File: src/rtl/di_fifo_term.sv
// Host-facing FIFO terminal: 16-bit words written on the data port are buffered in a
// synchronous-read RAM and returned first-word-fall-through on a later read transfer.
module di_fifo_term #(
  parameter logic [15:0] TERM_ADDR = 16'h0010,
  parameter int unsigned ADDR_W    = 8
) (
  input  logic              ifclk,
  input  logic              resetb,
  input  logic [15:0]       di_term_addr,
  input  logic [31:0]       di_reg_addr,
  input  logic              di_read_mode,
  input  logic              di_write_mode,
  input  logic              di_read,
  input  logic              di_write,
  input  logic [15:0]       di_reg_datai,
  output logic [15:0]       di_reg_datao,
  output logic              di_read_rdy,
  output logic              di_write_rdy,
  output logic [15:0]       di_transfer_status,
  output logic [ADDR_W:0]   fifo_count
);

  localparam int unsigned DEPTH   = 2 ** ADDR_W;
  localparam int unsigned PTR_W   = ADDR_W + 1;
  localparam logic [31:0] REG_DATA   = 32'd0;
  localparam logic [31:0] REG_COUNT  = 32'd1;
  localparam logic [31:0] REG_STATUS = 32'd2;
  localparam logic [15:0] ERR_OVF    = 16'h0001;
  localparam logic [15:0] ERR_UNF    = 16'h0002;
  localparam logic [15:0] BAD_REG    = 16'hDEAD;

  typedef enum logic [1:0] {
    S_IDLE = 2'd0,
    S_WR   = 2'd1,
    S_RD   = 2'd2
  } state_t;

  state_t             r_state;
  state_t             w_state_nxt;
  logic               w_enter;

  logic [15:0]        r_mem [DEPTH];
  logic [15:0]        r_ram_q;
  logic               r_hold_vld;
  logic [PTR_W-1:0]   r_wr_ptr;
  logic [PTR_W-1:0]   r_rd_ptr;
  logic [PTR_W-1:0]   r_count;
  logic [15:0]        r_err;
  logic               r_ovf_seen;
  logic               r_unf_seen;

  logic               w_sel;
  logic               w_in_wr;
  logic               w_in_rd;
  logic               w_reg_data;
  logic               w_reg_count;
  logic               w_reg_status;
  logic               w_full;
  logic               w_ram_has;
  logic               w_push;
  logic               w_ovf;
  logic               w_flush;
  logic               w_pop;
  logic               w_unf;
  logic               w_fetch;

  // Address decode and per-cycle transfer events
  always_comb begin
    w_sel        = (di_term_addr == TERM_ADDR);
    w_in_wr      = w_sel && (r_state == S_WR);
    w_in_rd      = w_sel && (r_state == S_RD);
    w_reg_data   = (di_reg_addr == REG_DATA);
    w_reg_count  = (di_reg_addr == REG_COUNT);
    w_reg_status = (di_reg_addr == REG_STATUS);
    w_full       = (r_count == PTR_W'(DEPTH));
    w_ram_has    = (r_wr_ptr != r_rd_ptr);
    w_push       = w_in_wr && w_reg_data && di_write && !w_full;
    w_ovf        = w_in_wr && w_reg_data && di_write && w_full;
    w_flush      = w_in_wr && w_reg_status && di_write && di_reg_datai[0];
    w_pop        = w_in_rd && w_reg_data && di_read && r_hold_vld;
    w_unf        = w_in_rd && w_reg_data && di_read && !r_hold_vld;
    // Refill the holding register as it empties so reads stream at one word per cycle
    w_fetch      = !w_flush && w_ram_has && (!r_hold_vld || w_pop);
  end

  // Transfer-mode state register
  always_ff @(posedge ifclk or negedge resetb) begin
    if (!resetb) begin
      r_state <= S_IDLE;
    end else begin
      r_state <= w_state_nxt;
    end
  end

  // Next-state logic; mode changes are ignored while another terminal is addressed
  always_comb begin
    w_state_nxt = r_state;
    w_enter     = 1'b0;
    case (r_state)
      S_IDLE: begin
        if (w_sel && di_write_mode) begin
          w_state_nxt = S_WR;
          w_enter     = 1'b1;
        end else if (w_sel && di_read_mode) begin
          w_state_nxt = S_RD;
          w_enter     = 1'b1;
        end
      end
      S_WR: begin
        if (w_sel && !di_write_mode) w_state_nxt = S_IDLE;
      end
      S_RD: begin
        if (w_sel && !di_read_mode) w_state_nxt = S_IDLE;
      end
      default: w_state_nxt = S_IDLE;
    endcase
  end

  // Buffer storage: registered read port keeps it mappable onto block RAM
  always_ff @(posedge ifclk) begin
    if (w_push) r_mem[r_wr_ptr[ADDR_W-1:0]] <= di_reg_datai;
    if (w_fetch) r_ram_q <= r_mem[r_rd_ptr[ADDR_W-1:0]];
  end

  // Pointers, fill level and holding-register valid flag
  always_ff @(posedge ifclk or negedge resetb) begin
    if (!resetb) begin
      r_wr_ptr   <= '0;
      r_rd_ptr   <= '0;
      r_count    <= '0;
      r_hold_vld <= 1'b0;
    end else if (w_flush) begin
      r_wr_ptr   <= '0;
      r_rd_ptr   <= '0;
      r_count    <= '0;
      r_hold_vld <= 1'b0;
    end else begin
      if (w_push) r_wr_ptr <= r_wr_ptr + PTR_W'(1);
      if (w_fetch) r_rd_ptr <= r_rd_ptr + PTR_W'(1);
      if (w_fetch) begin
        r_hold_vld <= 1'b1;
      end else if (w_pop) begin
        r_hold_vld <= 1'b0;
      end
      case ({w_push, w_pop})
        2'b10:   r_count <= r_count + PTR_W'(1);
        2'b01:   r_count <= r_count - PTR_W'(1);
        default: r_count <= r_count;
      endcase
    end
  end

  // Sticky error code keeps the first error of a transfer; flags record every kind seen
  always_ff @(posedge ifclk or negedge resetb) begin
    if (!resetb) begin
      r_err      <= '0;
      r_ovf_seen <= 1'b0;
      r_unf_seen <= 1'b0;
    end else if (w_enter) begin
      r_err      <= '0;
      r_ovf_seen <= 1'b0;
      r_unf_seen <= 1'b0;
    end else begin
      if (w_ovf) begin
        r_ovf_seen <= 1'b1;
        if (r_err == 16'h0000) r_err <= ERR_OVF;
      end
      if (w_unf) begin
        r_unf_seen <= 1'b1;
        if (r_err == 16'h0000 && !w_ovf) r_err <= ERR_UNF;
      end
    end
  end

  // Host-visible read data, ready flags and status
  always_comb begin
    di_reg_datao       = '0;
    di_read_rdy        = 1'b0;
    di_write_rdy       = 1'b0;
    di_transfer_status = '0;
    fifo_count         = '0;
    if (w_sel) begin
      di_transfer_status = r_err;
      fifo_count         = r_count;
    end
    if (w_in_wr) begin
      di_write_rdy = w_reg_data ? !w_full : 1'b1;
    end
    if (w_in_rd) begin
      if (w_reg_data) begin
        di_read_rdy  = r_hold_vld;
        di_reg_datao = r_hold_vld ? r_ram_q : 16'h0000;
      end else if (w_reg_count) begin
        di_read_rdy  = 1'b1;
        di_reg_datao = 16'(r_count);
      end else if (w_reg_status) begin
        di_read_rdy  = 1'b1;
        di_reg_datao = {14'b0, r_ovf_seen, r_unf_seen};
      end else begin
        di_read_rdy  = 1'b1;
        di_reg_datao = BAD_REG;
      end
    end
  end

endmodule

File: config.mk
export PLATFORM = sky130hd
export DESIGN_NAME = di_fifo_term
export DESIGN_NICKNAME = d
export VERILOG_FILES = /design/src/rtl/di_fifo_term.sv
export SDC_FILE = /design/constraint.sdc
export NUM_CORES = 2
export LEC_CHECK = 0
export BUFFER_PORTS_ARGS = -buffer_cell sky130_fd_sc_hd__buf_2
export CAP_MARGIN = 5
export CORE_ASPECT_RATIO = 1.1
export CORE_MARGIN = 1.5
export CORE_UTILIZATION = 38
export CTS_BUF_LIST = sky130_fd_sc_hd__clkbuf_16
export DETAILED_ROUTE_END_ITERATION = 8
export PLACE_DENSITY_LB_ADDON = 0.1
export REMOVE_ABC_BUFFERS = 1
export SLEW_MARGIN = 20
export SYNTH_ARGS = -nofsm -noshare
export SYNTH_HDL_FRONTEND = slang
export SYNTH_SLANG_ARGS = --single-unit
File: constraint.sdc
create_clock -name ifclk -period 8 [get_ports ifclk]
set_input_delay 1.6 -clock ifclk [delete_from_list [all_inputs] [get_ports ifclk]]
set_output_delay 1.6 -clock ifclk [all_outputs]
set_load 0.05 [all_outputs]
==> run metrics <==
hold_buf cts 0; nets ~7,600; leading area contributor after synthesis edfxtp_1; input/output buffers 112; top_reg_cell synth edfxtp_1; largest net degree at the start of global routing 161; routed wl met3 roughly 30,000 um; Row Count 250; Final Core Density 43.5%; Post-synth EDFFs 4,112; first-pass GRT wire length 669,000 um; Pins Over Slew Limit 0; post-synthesis register bit count ~4,200; Vias/cell just under 6; Netlist Area Pre-Place 0.160 mm2; unrepaired setup endpoints after global routing no; clock latency on the worst-skew pair 1.00 ns; leakage 54.6 nW; Syn Area/Cell 22.6 um2; drt first pass iters 5; DRT iter0 DRCs 8,620; fillers 35,824; postcts setup bufs 0; Final Hold Viols 0; Slew Limit Headroom 11.7%; Die W around 620 um; r2r setup slk 2.66 ns; asr flop ratio synth 1.15%; post-cts sizing count 0; final setup fails 0; outcome finished, final reports clean; Post-DP HPWL 294,000 um; Worst EP arrival 3.79 ns; initial antenna violation count 36; drc violations 0; WL/cell ~36 um; Syn-to-layout area delta 14.1%; CTS tree built; top-count cell post-synth edfxtp_1; root buffer cell clkbuf_16; H-Tree Depth 5; Seq pwr share 54.4%; via count 77,396; placeable core area 0.421 mm2; DRT Wirelength 487,000 um; Clk network pwr share ~45%; Hold Path Class register to register; Post-synth top cells edfxtp_1, mux4_2, nor2_1; critical path class primary input to output pin; Clk pin slew, worst setup/hold paths 0.05 ns; io pins 113; Pwr Density about 240 mW/mm2; Synth top area share 77.0%; multi-input logic area roughly 0.034 mm2; TritonCTS Buffers 430; sequential share of the synthesized area 77.7%; Distinct cells, synth between 70 and 80; Total GRT Usage 22.5%; FF/Latch Area 0.125 mm2; DRT met1 WL ~210,000 um; switching share of power 20.4%; DR top layer met4; Psw 0.00899 W; Max Root-Sink Buffers 4; Congestion Overflow GR 0; total of max-cap violations 0; Combinational Power Share 1.1%; met2 wire len roughly 230,000 um; setup tns final 0 ns; layout cell share with drive strength beyond 1 29.7%; minimum clock period 5.39 ns; Die Height 685 um; Starting Density 38.1%; Worst-Margin Slew 1.33 ns; maximum vdd drop 175 uV; Int Pwr 0.0350 W; synth warn 0; CP Launch Type primary input; Crit Path Max Fanout 7; Worst setup EP type output pin; Routed Antenna Nets 0; skew final 0.0484 ns; full die area 0.426 mm2; Crit path required time 6.40 ns; Gate Count Post-Synth 7,103; synth top area cells edfxtp_1, mux4_2, mux2i_1; number of global-route vias before repair 78,581; Max Freq about 190 MHz; fin crit share between 60% and 70%; GP Congestion ~0.85; clock sink total 4,160
-- critical path, cell delays in order --
cell and delay [ns]:
buf_2 0.09, or4_1 0.52, nor2_1 0.19, nand4_1 0.33, o21ai_0 0.58, inv_1 0.10
and3_1 0.18, buf_2 0.20
-- cell type report --
class                           instances  share of cell area, %
Multi-Input combinational cell       2514                   18.8
Inverter                               16                 0.0383
Clock inverter                        358                   1.52
Sequential cell                      4160                   68.1
Tap cell                             5544                   3.79
Clock buffer                          433                   5.92
Timing Repair Buffer                  358                   1.74
Antenna cell                           11                 0.0150
-- cells in the final DEF, fill, tap and decap left out, types with 96 or more instances in the layout --
cell,n
clkbuf_16,433
clkinv_1,122
nand2_1,109
mux2i_1,220
buf_4,198
a21oi_1,111
nor2_1,100
edfxtp_1,4112
mux4_2,1086
nor2_2,205
buf_2,96
-- sequential cells by signal, summed over array words and instances (netlist names), 2 cells and up --
register and cells:
r_err 16, r_wr_ptr 9, r_count 9, r_mem 4096
r_ram_q 16, r_state 2, r_rd_ptr 9
-- power groups by stage --
stage	Clock, W	Combinational, W	Sequential (W)
finish	0.0196	0.000490	0.0239
floorplan	0	0.00000551	0.0244
global placement	0	0.000491	0.0244
detailed placement	0	0.000509	0.0244
global route	0.0208	0.000524	0.0239
CTS	0.0200	0.000506	0.0239
-- final timing paths --
path | from | to | cells past startpoint
min reg2reg | r_err[12]$_DFF_PN0_ | r_err[12]$_DFF_PN0_ | 1
max | di_reg_addr[5] | di_reg_datao[1] | 8
max in group asynchronous | resetb | r_rd_ptr[2]$_DFFE_PN0P_ | 2
min in group asynchronous | resetb | r_err[4]$_DFF_PN0_ | 2
max reg2reg | r_rd_ptr[0]$_DFFE_PN0P_ | r_ram_q[12]$_DFFE_PP_ | 10
min | r_err[12]$_DFF_PN0_ | r_err[12]$_DFF_PN0_ | 1
-- metrics by stage --
step	cells	worst slack (ns)	total power [W]	area (um2)	hold WS, ns
floorplan	6690	-34.29	0.0244	158000	0.462
global placement	12590	1.98	0.0249	169000	0.500
detailed placement	12591	2.00	0.0249	169000	0.499
CTS	13382	2.61	0.0444	183000	0.512
global route	13385	2.41	0.0452	183000	0.528
finish	13394	2.61	0.0440	183000	0.508
-- logic make-up (layout without fill, tap and decap cells) --
| kind of cell | count (synthesis) | count (layout) | synth area share [%] |
|---|---|---|---|
| compound gates | 483 | 483 | 2.12 |
| xor+xnor | 24 | 24 | 0.131 |
| fa+ha+maj | 7 | 7 | 0.0546 |
| buf+inv | 429 | 1165 | 1.32 |
| flops | 4160 | 4160 | 77.7 |
| mux | 1321 | 1321 | 16.7 |
| other cells | 0 | 11 | 0 |
| simple gates | 679 | 679 | 1.96 |
-- routing by layer --
metal  global-route usage, %  vias up
li1                        -    31088
met1                    32.1    42832
met2                    36.5     2914
met3                    3.35      562
met4                    5.81        0
met5                       0        -
Power figures use the tool's default switching activity.
